### src/rtl/onehot_pulse_decoder.sv
// Encoded-index to one-hot pulse decoder: each accepted in-range index holds its
// output line high for PULSE_LEN cycles, with completion/error strobes and a dispatch count.
module onehot_pulse_decoder #(
  parameter int N_OUT     = 4,
  parameter int IDX_W     = 2,
  parameter int PULSE_LEN = 4,
  parameter int CNT_W     = 8
) (
  input  logic               clk,
  input  logic               rst,
  input  logic               in_valid,
  input  logic [IDX_W-1:0]   in_idx,
  output logic               in_ready,
  output logic [N_OUT-1:0]   out_onehot,
  output logic               busy,
  output logic               done,
  output logic               err,
  output logic [CNT_W-1:0]   cmd_count
);

  localparam int            CW      = (PULSE_LEN > 1) ? $clog2(PULSE_LEN) : 1;
  localparam logic [CW-1:0] LAST    = CW'(PULSE_LEN - 1);
  localparam logic [CW-1:0] PRELAST = CW'((PULSE_LEN > 1) ? PULSE_LEN - 2 : 0);
  localparam logic [IDX_W:0] N_LIM  = (IDX_W + 1)'(N_OUT);

  typedef enum logic {S_IDLE, S_ACTIVE} state_t;

  state_t             r_state;
  logic [CW-1:0]      r_cnt;
  logic [N_OUT-1:0]   r_onehot;
  logic               r_busy;
  logic               r_done;
  logic               r_err;
  logic [CNT_W-1:0]   r_count;

  logic               w_last;
  logic               w_accept;
  logic               w_in_range;
  logic [N_OUT-1:0]   w_dec;

  function automatic logic [N_OUT-1:0] decode_idx(input logic [IDX_W-1:0] idx);
    logic [N_OUT-1:0] v;
    v = '0;
    for (int i = 0; i < N_OUT; i++) begin
      if (idx == IDX_W'(i)) v[i] = 1'b1;
    end
    return v;
  endfunction

  // The final pulse cycle doubles as an accept slot so pulses can abut with no gap.
  assign w_last     = (r_state == S_ACTIVE) && (r_cnt == LAST);
  assign in_ready   = !rst && ((r_state == S_IDLE) || w_last);
  assign w_accept   = in_valid && in_ready;
  assign w_in_range = {1'b0, in_idx} < N_LIM;
  assign w_dec      = decode_idx(in_idx);

  always_ff @(posedge clk) begin
    if (rst) begin
      r_state  <= S_IDLE;
      r_cnt    <= '0;
      r_onehot <= '0;
      r_busy   <= 1'b0;
      r_done   <= 1'b0;
      r_err    <= 1'b0;
      r_count  <= '0;
    end else begin
      r_err <= 1'b0;
      if (w_accept && w_in_range) begin
        r_state  <= S_ACTIVE;
        r_cnt    <= '0;
        r_onehot <= w_dec;
        r_busy   <= 1'b1;
        r_done   <= (PULSE_LEN == 1);
        r_count  <= r_count + CNT_W'(1);
      end else if (w_accept) begin
        // Out-of-range command: flag it and leave all lines low.
        r_state  <= S_IDLE;
        r_cnt    <= '0;
        r_onehot <= '0;
        r_busy   <= 1'b0;
        r_done   <= 1'b0;
        r_err    <= 1'b1;
      end else if (r_state == S_ACTIVE) begin
        if (w_last) begin
          r_state  <= S_IDLE;
          r_cnt    <= '0;
          r_onehot <= '0;
          r_busy   <= 1'b0;
          r_done   <= 1'b0;
        end else begin
          r_cnt  <= r_cnt + CW'(1);
          r_done <= (r_cnt == PRELAST);
        end
      end
    end
  end

  assign out_onehot = r_onehot;
  assign busy       = r_busy;
  assign done       = r_done;
  assign err        = r_err;
  assign cmd_count  = r_count;

endmodule

### config.mk
export PLATFORM = sky130hd
export DESIGN_NAME = onehot_pulse_decoder
export DESIGN_NICKNAME = d
export VERILOG_FILES = /design/src/rtl/onehot_pulse_decoder.sv
export SDC_FILE = /design/constraint.sdc
export NUM_CORES = 1
export LEC_CHECK = 0
export BUFFER_PORTS_ARGS = -buffer_cell sky130_fd_sc_hd__clkbuf_2
export CELL_PAD_IN_SITES_DETAIL_PLACEMENT = 1
export CELL_PAD_IN_SITES_GLOBAL_PLACEMENT = 1
export CORE_UTILIZATION = 40
export DETAILED_ROUTE_END_ITERATION = 6
export GPL_ROUTABILITY_DRIVEN = 0
export PLACE_DENSITY = 0.84
export SLEW_MARGIN = 20
export SYNTH_ARGS = -nofsm -noshare
export SYNTH_HDL_FRONTEND = slang
export SYNTH_SLANG_ARGS = --single-unit
### constraint.sdc
create_clock -name clk -period 3.49 [get_ports clk]
set_input_delay 0.349 -clock clk [delete_from_list [all_inputs] [get_ports clk]]
set_output_delay 0.349 -clock clk [all_outputs]
set_load 0.005 [all_outputs]
== After elaboration in Yosys (flattened, before gate mapping) ==
Index checks and enable logic that the tools add are counted.

* Flip-flop bits (word level): 17
* Input bits: 5
* Output and inout bits: 16
* Word-level logic and storage cells: 39

* $add $sub $neg: 2
* Eq/ne operators: 5
* Muxes and demuxes: 15
* Bitwise operators: 1
* Reduce and logical (&&, ||, !) cells: 10

{| class="wikitable"
|+ Operators by type and width
! cell !! count
|-
| $mux 4 || 3
|-
| $mux 1 || 11
|-
| $add 8x1->8 const B || 1
|-
| $eq 2x2->1 const B || 4
|-
| $reduce_bool 2->1 || 2
|-
| $logic_and 1x1->1 || 3
|-
| $add 2x1->2 const B || 1
|-
| $eq 2x1->1 const B || 1
|-
| $logic_not 2->1 || 1
|-
| $mux 2 || 1
|-
| $reduce_and 2->1 || 1
|-
| $reduce_or 2->1 || 1
|-
| $logic_not 1->1 || 1
|-
| $logic_or 1x1->1 || 1
|-
| $not 1->1 || 1
|}

== Depth between registers and ports, before layout ==
Gate-level depths: netlist of run 1.

* Word-level depth: 7
* Mapped depth: 6
* Mapped depth without buffers: 5

== Worst setup path before layout of run 1 ==
No wires, ideal clock.

* Path kind: reg-to-reg
* From: register r_cnt[0]
* To: register r_count[7] (netlist: cmd_count[7])
* Setup time: 123 ps
* Arrival time: 1359 ps
* Data required time: 3367 ps
* Path slack: 2007 ps
* Cell stages (with the launch flop): 6
* Buffers on the path: 1
* Period minus slack after synthesis: 1483 ps
* Path through: dfxtp_1 > ha_1 > nor2b_4 > buf_6 > nor4_2 > mux2_1

* Word-level cells in the longest chain between the ends: 5

{| class="wikitable"
|+ RTL lines
! what !! RTL line !! RTL
|-
| start, declared || 29 || <nowiki>logic [CW-1:0] r_cnt;</nowiki>
|-
| start signal, assigned || 91 || <nowiki>r_cnt <= r_cnt + CW'(1);</nowiki>
|-
| $eq 2x2->1 || 51 || <nowiki>assign w_last = (r_state == S_ACTIVE) && (r_cnt == LAST);</nowiki>
|-
| $logic_and 1x1->1 || 51 ||
|-
| $logic_or 1x1->1 || 52 || <nowiki>assign in_ready = !rst && ((r_state == S_IDLE) || w_last);</nowiki>
|-
| $logic_and 1x1->1 || 52 ||
|-
| $logic_and 1x1->1 || 53 || <nowiki>assign w_accept = in_valid && in_ready;</nowiki>
|-
| end signal, assigned || 74 || <nowiki>r_count <= r_count + CNT_W'(1);</nowiki>
|-
| end, declared || 34 || <nowiki>logic [CNT_W-1:0] r_count;</nowiki>
|}

No other way between the ends.
A chain may end at the register's enable or synchronous reset.

== Worst setup path after layout of run 1 ==
* From: register r_cnt[0]
* To: output in_ready

* Word-level cells in the longest chain between the ends: 4

{| class="wikitable"
|+ RTL lines
! what !! RTL line !! RTL
|-
| $eq 2x2->1 || 51 ||
|-
| $logic_and 1x1->1 || 51 ||
|-
| $logic_or 1x1->1 || 52 ||
|-
| $logic_and 1x1->1 || 52 ||
|-
| end, declared || 13 || <nowiki>output logic in_ready,</nowiki>
|}

No other way between the ends.

==> summary.md, run 1 <==
| Metric | Value |
|---|---|
| Combinational share of power | `10.8%` |
| DR vias | `638` |
| Wl on met1 | `738 µm` |
| Max Fclk | `571 MHz` |
| Setup TNS | `0 ns` |
| Post-CTS Setup Inserts | `0` |
| Grt total ovfl | `0` |
| CP arrival | `1.40 ns` |
| Max VDD drop | `0.207 mV` |
| Worst skew pair latency | `0.29 ns` |
| Dominant synthesized flop cell | `dfxtp_1` |
| Ys async rst share | `0%` |
| Syn Nets | `93` |
| Drt drc | `0` |
| First-pass GRT wire length | `2.63 mm` |
| Crit. End Element | `output pin` |
| WS Path Type | `flip-flop to output pin` |
| Top cell type's share of synthesized area | `42.4%` |
| P_int | `261 µW` |
| Clock power frac | `30.1%` |
| FP Rows | `15` |
| Synth unique cells | `29` |
| Met3 WL | `98 µm` |
| Vias in the first global route | `616` |
| Die area | `2190 µm²` |
| Die Height | `46.8 µm` |
| Max-cap violations | `0` |
| #FFs+latches synth | `17` |
| Largest net degree at the start of global routing | `22` |
| CP Launch Type | `flip-flop` |
| Share of layout cells above drive strength 1 | `25.2%` |
| Post_cts resized | `0` |
| N_diodes | `0` |
| TritonCTS Sinks | `17` |
| I/O pins | `21` |
| Final hold violations | `0` |
| Post-synth EDFFs | `0` |
| Die W | `46.8 µm` |
| Hold WC Path Type | `input port to flip-flop` |
| R2r startpoint | `r_cnt[0]$_SDFFE_PP0P_` |
| Setup-failing EPs final | `0` |
| HP Start | `in_idx[0]` |
| Worst Path Max Fanout | `9` |
| PD cells | `383 nW/µm²` |
| DRT antenna net count | `0` |
| Top sig layer | `met4` |
| Psw | `90.7 µW` |
| Leakage | `0.379 nW` |
| Status | `completed` |
| Mapped Area | `803 µm²` |
| Reg clk slew, reported paths | `0.09 ns` |
| Met2 WL post-DR | `741 µm` |
| GRT Util Overall | `17.8%` |
| CTS tree | `done` |
| Most frequent cell after synthesis | `nor2_1` |
| Top cells by area, synth | `dfxtp_1 42%, nor2_1 8.4%, xnor2_1 5.5%, ha_1 4.7%, a32oi_1 4.4%` |
| Root Driver | `clkbuf_4` |
| IO buf count | `19` |
| Crit path max-delay cell type | `dfxtp_1` |
| Drt pass-1 iters | `1` |
| Period utilization | `50.2%` |
| Largest delay contributor family on the critical path | `simple AND/OR/NAND/NOR gates` |
| Syn_area_per_cell | `9.45 µm²` |
| Leading area contributor after synthesis | `dfxtp_1` |
| Worst Path Buf+Inv | `1` |
| WHS | `0.354 ns` |
| Initial Utilization | `44.6%` |
| CTS buffer count | `3` |
| Area growth from synthesis to layout | `14.3%` |
| Drt initial violations | `0` |
| Worst stage delay on the critical path | `0.34 ns` |
| Layout net count | `112` |
| Crit. Startpoint | `r_cnt[0]$_SDFFE_PP0P_` |
| Post-Synthesis Cells | `85` |
| Vias per inst | `4.98` |
| Dpl hpwl | `1.20 mm` |
| Synth top cells by count | `18 x nor2_1, 17 x dfxtp_1, 5 x xnor2_1, 4 x a32oi_1, 4 x nor3_1` |
| Core area | `1800 µm²` |
| Final wirelength | `1.61 mm` |
| Sequential power share | `59.1%` |
| Max clock buf depth | `2` |
| CP cell instances | `ha_1 > nor2b_4 > nor2_1 > clkbuf_2` |
| Yosys warns | `0` |
| Antenna violations before repair | `0` |
| H-tree depth | `1` |
| Slew Viols, Final | `0` |
| RSZ-0062 raised after global routing | `false` |
| Drt wl/cell | `12.6 µm` |
| Switching part of the total | `25.8%` |
| Clk_skew | `0.000637 ns` |
| Hold-fix buffers, CTS | `0` |
| Clock period minus worst slack | `1.75 ns` |
| Seq/Total Area, Yosys | `42.4%` |
| Worst EP required | `3.14 ns` |
[worst register-to-register path, cell delays in order, from the launching register on]
cell       delay [ns]
dfxtp_1          0.34
ha_1             0.28
nor2b_4          0.29
nor2_4           0.12
a2111oi_0        0.38
[metal layers]
metal,track usage [%],vias to the layer above
li1,-,326
met1,19.2,290
met2,30.0,18
met3,7.69,4
met4,8.57,0
met5,0,-
[per-stage QoR]
| step | instances | setup WS (ns) | power [mW] | utilization (%) | area (µm²) |
|---|---|---|---|---|---|
| 5_1_grt | 128 | 1.64 | 0.370 | 51.0 | 918 |
| 3_5_place_dp | 124 | 1.69 | 0.251 | 49.5 | 892 |
| 2_1_floorplan | 85 | 2.01 | 0.241 | - | 803 |
| 3_3_place_gp | 124 | 1.74 | 0.248 | 49.5 | 892 |
| 6_report | 128 | 1.74 | 0.351 | 51.0 | 918 |
| 4_1_cts | 128 | 1.72 | 0.357 | 51.0 | 918 |
[final timing paths]
| path | to | slack (ns) | cells after the start |
|---|---|---|---|
| setup / recovery | in_ready | 1.74 | 4 |
| hold / removal | out_onehot[3]$_SDFFE_PP0P_ | 0.35 | 3 |
| hold reg to reg | out_onehot[0]$_SDFFE_PP0P_ | 0.51 | 2 |
| setup reg to reg | r_cnt[1]$_SDFFE_PP0P_ | 1.95 | 4 |
[power groups by stage]
stage	sequential, mW	clock, mW	combinational [mW]
after global placement	0.212	0	0.0368
after CTS	0.208	0.111	0.0389
after floorplan	0.210	0	0.0307
after detailed placement	0.212	0	0.0386
final	0.208	0.106	0.0380
after global routing	0.209	0.118	0.0433
[flip-flops by register name, summed over array words and instances (netlist names)]
signal,count
cmd_count,8
out_onehot,4
r_cnt,2
busy,1
done,1
r_state,1
[cell type report]
| cell class | instances | area [µm²] |
|---|---|---|
| Tap cell | 25 | 31.3 |
| Inverter | 3 | 11.3 |
| Clock buffer | 4 | 26.3 |
| Fill cell | 224 | 883 |
| Timing Repair Buffer | 19 | 95.1 |
| Multi-Input combinational cell | 60 | 414 |
| Sequential cell | 17 | 340 |
[logic make-up after synthesis]
family / synth area share (%)
other cells: 0.467
flops: 42.4
simple gates: 27.1
compound gates: 7.63
buf+inv: 6.08
fa+ha+maj: 4.67
xor+xnor: 6.54
mux: 5.14
[cell usage in the layout (no fill, tap or decap), drive strengths merged]
| cell | count |
|---|---|
| a2111oi | 1 |
| a211oi | 1 |
| a21oi | 1 |
| a32oi | 4 |
| and4 | 1 |
| clkbuf | 23 |
| conb | 1 |
| dfxtp | 17 |
| ha | 3 |
| inv | 3 |
| mux2 | 1 |
| mux2i | 3 |
| nand2 | 3 |
| nand2b | 2 |
| nand3 | 2 |
| nand4b | 1 |
| nor2 | 19 |
| nor2b | 3 |
| nor3 | 4 |
| nor3b | 1 |
| nor4 | 2 |
| o21ai | 1 |
| xnor2 | 5 |
| xor2 | 1 |
(Power assumes the default switching activity.)
==> inputs of run 2 (changes only) <==
--- a/config.mk
+++ b/config.mk
@@ -8,10 +8,10 @@
 export BUFFER_PORTS_ARGS = -buffer_cell sky130_fd_sc_hd__clkbuf_2
 export CELL_PAD_IN_SITES_DETAIL_PLACEMENT = 1
 export CELL_PAD_IN_SITES_GLOBAL_PLACEMENT = 1
-export CORE_UTILIZATION = 40
+export CORE_UTILIZATION = 34
 export DETAILED_ROUTE_END_ITERATION = 6
 export GPL_ROUTABILITY_DRIVEN = 0
-export PLACE_DENSITY = 0.84
+export PLACE_DENSITY = 0.77
 export SLEW_MARGIN = 20
 export SYNTH_ARGS = -nofsm -noshare
 export SYNTH_HDL_FRONTEND = slang
==> constraint.sdc (replaced) <==
create_clock -name clk -period 1.41 [get_ports clk]
set_input_delay 0.141 -clock clk [delete_from_list [all_inputs] [get_ports clk]]
set_output_delay 0.141 -clock clk [all_outputs]
set_load 0.005 [all_outputs]
==> summary.md, run 2 (same netlist as run 1, synthesis figures left out) <==
| Metric | Value |
|---|---|
| Grt total ovfl | `0` |
| Final Non-Filler Cells | `142` |
| Met2 WL post-DR | `985 µm` |
| Most common cell after layout, fill and taps aside | `clkbuf_2` |
| Core area | `2210 µm²` |
| RSZ-0062 raised after global routing | `true` |
| Crit path max-delay cell type | `dfxtp_2` |
| DRT antenna net count | `0` |
| Max clock buf depth | `2` |
| Layout net count | `123` |
| Crit. End Element | `output pin` |
| Combinational share of power | `14.0%` |
| Switching part of the total | `26.7%` |
| P_int | `668 µW` |
| Die W | `50.6 µm` |
| Drt wl/cell | `13.4 µm` |
| Max VDD drop | `0.463 mV` |
| Drt pass-1 iters | `5` |
| Hold path cells | `3` |
| Die Height | `50.6 µm` |
| Largest net degree at the start of global routing | `21` |
| Slew Viols, Final | `0` |
| Worst EP required | `1.27 ns` |
| Hold WC Path Type | `input port to flip-flop` |
| CTS buffer count | `3` |
| Share of layout cells above drive strength 1 | `36.8%` |
| Sequential power share | `56.2%` |
| CP Launch Type | `flip-flop` |
| FP Rows | `17` |
| Period utilization | `96.3%` |
| H-tree depth | `1` |
| Final wirelength | `1.90 mm` |
| Reg clk slew, reported paths | `0.09 ns` |
| Final WS setup | `0.0525 ns` |
| Number of flip-flops under the largest register name | `8` |
| Drt drc | `0` |
| FF-to-FF path depth | `4` |
| CTS tree | `done` |
| Drt initial violations | `2` |
| GRT Util Overall | `17.3%` |
| Worst Path Max Fanout | `7` |
| Status | `completed` |
| Root Driver | `clkbuf_4` |
| PD cells | `891 nW/µm²` |
| Wl on met1 | `812 µm` |
| Vias in the first global route | `709` |
| Worst skew pair latency | `0.30 ns` |
| Max-cap violations | `0` |
| CP arrival | `1.22 ns` |
| TritonCTS Sinks | `17` |
| Initial Utilization | `36.3%` |
| Max Fclk | `737 MHz` |
| Place WS | `0.0316 ns` |
| Placed cells | `134` |
| Area growth from synthesis to layout | `27.3%` |
| First-pass GRT wire length | `3.17 mm` |
| Vias per inst | `4.81` |
| Die area | `2560 µm²` |
| N_diodes | `0` |
| CP cell instances | `ha_4 > nor2b_4 > nor2_1 > clkbuf_2` |
| Top sig layer | `met4` |
| DR vias | `683` |
| Leakage | `0.435 nW` |
| Worst stage delay on the critical path | `0.35 ns` |
| Final hold violations | `0` |
| Psw | `243 µW` |
| IO buf count | `19` |
| Clk_skew | `0.0104 ns` |
| Most frequent cells in the layout | `19 x clkbuf_2, 18 x nor2_1, 13 x dfxtp_1` |
| Clock power frac | `29.8%` |
| Antenna violations before repair | `0` |
| Clock period minus worst slack | `1.36 ns` |
| Met3 WL | `45 µm` |
| I/O pins | `21` |
| WS Path Type | `flip-flop to output pin` |
| Setup-failing EPs final | `0` |
| Post-Route Utilization | `46.2%` |
| Dpl hpwl | `1.42 mm` |
## run 2: cell count changes in the layout (fill, tap and decap cells not counted)
cell,change
ha_1,-1
ha_4,+1
buf_4,+11
dfxtp_2,+4
dfxtp_1,-4
## run 2: layout make-up
| cell class | count | area [µm²] |
|---|---|---|
| Clock buffer | 4 | 26.3 |
| Fill cell | 273 | 1190 |
| Inverter | 3 | 11.3 |
| Multi-Input combinational cell | 60 | 427 |
| Sequential cell | 17 | 345 |
| Tap cell | 28 | 35.0 |
| Timing Repair Buffer | 30 | 178 |
## run 2: what timing repair did
| item | in CTS | in global routing |
|---|---|---|
| setup endpoints to repair | 1 | 5 |
| gates cloned | 0 | 0 |
| pin swaps | 0 | 2 |
| buffers inserted | 3 | 1 |
| hold endpoints to repair | 0 | 0 |
| hold buffers | 0 | 0 |
| gates resized for setup | 0 | 2 |
## run 2: worst paths after layout
kind / slack [ns] / end / startpoint
max reg2reg: 0.07 / cmd_count[7]$_SDFFE_PP0P_ / r_cnt[1]$_SDFFE_PP0P_
min reg2reg: 0.50 / out_onehot[2]$_SDFFE_PP0P_ / out_onehot[2]$_SDFFE_PP0P_
min: 0.15 / out_onehot[2]$_SDFFE_PP0P_ / in_idx[1]
max: 0.05 / in_ready / r_cnt[0]$_SDFFE_PP0P_
## run 2: power by group through the flow
stage / registers (mW) / clock network [mW] / logic, mW
2_1_floorplan: 0.522 / 0 / 0.0767
6_report: 0.512 / 0.271 / 0.127
4_1_cts: 0.511 / 0.280 / 0.126
5_1_grt: 0.515 / 0.299 / 0.141
3_3_place_gp: 0.522 / 0 / 0.109
3_5_place_dp: 0.523 / 0 / 0.115
## run 2: through the flow
step / area, µm² / TNS (ns) / total power [mW] / hold WS [ns]
final: 1020 / 0 / 0.911 / 0.146
after global routing: 1020 / -0.00700 / 0.955 / 0.159
after CTS: 1010 / -0.00791 / 0.917 / 0.143
after detailed placement: 963 / 0 / 0.638 / 0.453
after global placement: 963 / 0 / 0.631 / 0.431
after floorplan: 818 / 0 / 0.599 / 0.262
## run 2: critical path, delay by kind of cell (launching register included)
kind,cells,cell delay [ns]
fa+ha+maj,1,0.18
buf+inv,1,0.12
flops,1,0.35
simple gates,2,0.29
## run 2: routing by layer
| metal | track usage, % | up-vias |
|---|---|---|
| met1 | 18.5 | 321 |
| met5 | 0 | - |
| met2 | 30.4 | 13 |
| met4 | 12.5 | 0 |
| li1 | - | 345 |
| met3 | 2.73 | 4 |
==> inputs of run 3 (changes only) <==
--- a/config.mk
+++ b/config.mk
@@ -5,13 +5,13 @@
 export SDC_FILE = /design/constraint.sdc
 export NUM_CORES = 1
 export LEC_CHECK = 0
-export BUFFER_PORTS_ARGS = -buffer_cell sky130_fd_sc_hd__clkbuf_2
 export CELL_PAD_IN_SITES_DETAIL_PLACEMENT = 1
 export CELL_PAD_IN_SITES_GLOBAL_PLACEMENT = 1
-export CORE_UTILIZATION = 34
+export CORE_UTILIZATION = 40
 export DETAILED_ROUTE_END_ITERATION = 6
+export DONT_BUFFER_PORTS = 1
 export GPL_ROUTABILITY_DRIVEN = 0
-export PLACE_DENSITY = 0.77
+export PLACE_DENSITY = 0.75
 export SLEW_MARGIN = 20
 export SYNTH_ARGS = -nofsm -noshare
 export SYNTH_HDL_FRONTEND = slang
==> summary.md, run 3 (same netlist as run 1, synthesis figures left out) <==
| Metric | Value |
|---|---|
| Status | `completed` |
| Slew Viols, Final | `0` |
| Layout net count | `110` |
| DR vias | `654` |
| Area growth from synthesis to layout | `25.4%` |
| Share of layout cells above drive strength 1 | `30.7%` |
| Die Height | `46.8 µm` |
| CP arrival | `1.57 ns` |
| GRT Util Overall | `17.9%` |
| N_diodes | `0` |
| Overall power | `909 µW` |
| Clk_skew | `0.00959 ns` |
| Max Fclk | `724 MHz` |
| Drt initial violations | `11` |
| Most frequent cells in the layout | `18 x nor2_1, 12 x dfxtp_1, 12 x buf_4` |
| DRT antenna net count | `0` |
| Final WS setup | `0.0295 ns` |
| Max VDD drop | `0.671 mV` |
| TritonCTS Sinks | `17` |
| Period utilization | `97.9%` |
| Antenna violations before repair | `0` |
| Slew margin rel. | `59.1%` |
| IO buf count | `0` |
| Root Driver | `clkbuf_4` |
| Final wirelength | `1.81 mm` |
| Setup-failing EPs final | `0` |
| Drt wl/cell | `14.4 µm` |
| WS Path Type | `flip-flop to flip-flop` |
| Clock period minus worst slack | `1.38 ns` |
| Vias in the first global route | `650` |
| Die area | `2190 µm²` |
| Setup TNS | `0 ns` |
| H-tree depth | `1` |
| Initial Utilization | `44.6%` |
| Die W | `46.8 µm` |
| I/O pins | `21` |
| First-pass GRT wire length | `2.70 mm` |
| Worst EP required | `1.60 ns` |
| Leakage | `0.382 nW` |
| Crit. End Element | `flip-flop` |
| Core area | `1800 µm²` |
| Worst Path Max Fanout | `4` |
| Max clock buf depth | `2` |
| Final hold violations | `0` |
| Vias per inst | `5.19` |
| Worst skew pair latency | `0.30 ns` |
| Dpl hpwl | `1.18 mm` |
| FP Rows | `15` |
| Drt pass-1 iters | `3` |
| PD cells | `902 nW/µm²` |
| CP Launch Type | `flip-flop` |
| Hold WC Path Type | `input port to flip-flop` |
| Reg clk slew, reported paths | `0.11 ns` |
| Largest net degree at the start of global routing | `17` |
| Most common cell after layout, fill and taps aside | `nor2_1` |
| CTS buffer count | `3` |
| Drt drc | `0` |
| Grt total ovfl | `0` |
| Number of flip-flops under the largest register name | `8` |
| Worst slew pin tran | `0.611 ns` |
| Place WS | `0.0449 ns` |
| Max-cap violations | `0` |
| CTS tree | `done` |
-- run 3: critical path, cell delays in order, from the launching register on --
cell and delay, ns:
dfxtp_2 0.38, and4_4 0.22, nand2_2 0.07, nor4_4 0.29, mux2_4 0.32
-- run 3: cell type report --
type / count / area (µm²)
clock buffer: 3 / 22.5
clock inverter: 1 / 7.51
fill: 214 / 795
inverter: 3 / 11.3
multi-input combinational: 61 / 458
sequential: 17 / 347
tap: 25 / 31.3
timing repair buffer: 16 / 130
-- run 3: through the flow --
step                      hold WS [ns]  utilization [%]  cells  area, µm²
after floorplan                  0.262                -     85        818
after global placement           0.212             48.0    112        865
after detailed placement         0.212             48.0    112        865
after CTS                     0.000256             51.7    120        932
after global routing           0.00375             55.9    126       1010
final                          0.00829             55.9    126       1010
-- run 3: repair_timing --
item,CTS,global route
hold buffers,3,1
gates cloned,0,1
resized for setup,0,8
setup buffers,1,4
hold endpoints to repair,16,1
endpoints found under the setup margin,1,4
pin swaps,0,2
-- run 3: final timing paths --
kind | start | to | slack (ns) | cells after the start
worst max-delay path | cmd_count[1]$_SDFFE_PP0P_ | cmd_count[7]$_SDFFE_PP0P_ | 0.03 | 4
worst min register to register | out_onehot[2]$_SDFFE_PP0P_ | out_onehot[2]$_SDFFE_PP0P_ | 0.53 | 2
worst max register to register | cmd_count[1]$_SDFFE_PP0P_ | cmd_count[7]$_SDFFE_PP0P_ | 0.03 | 4
worst min-delay path | in_valid | busy$_SDFFE_PP0P_ | 0.008 | 2
-- run 3: report_power, final --
group	leakage [nW]	internal [mW]	switching, mW
clock	0.0139	0.108	0.170
sequential	0.140	0.498	0.0144
combinational	0.228	0.0567	0.0612
-- run 3: routing by layer --
layer,wire length [µm],track usage (%)
met1,779,21.9
met2,897,28.9
met3,122,7.31
met4,12,5.14
met5,0,0
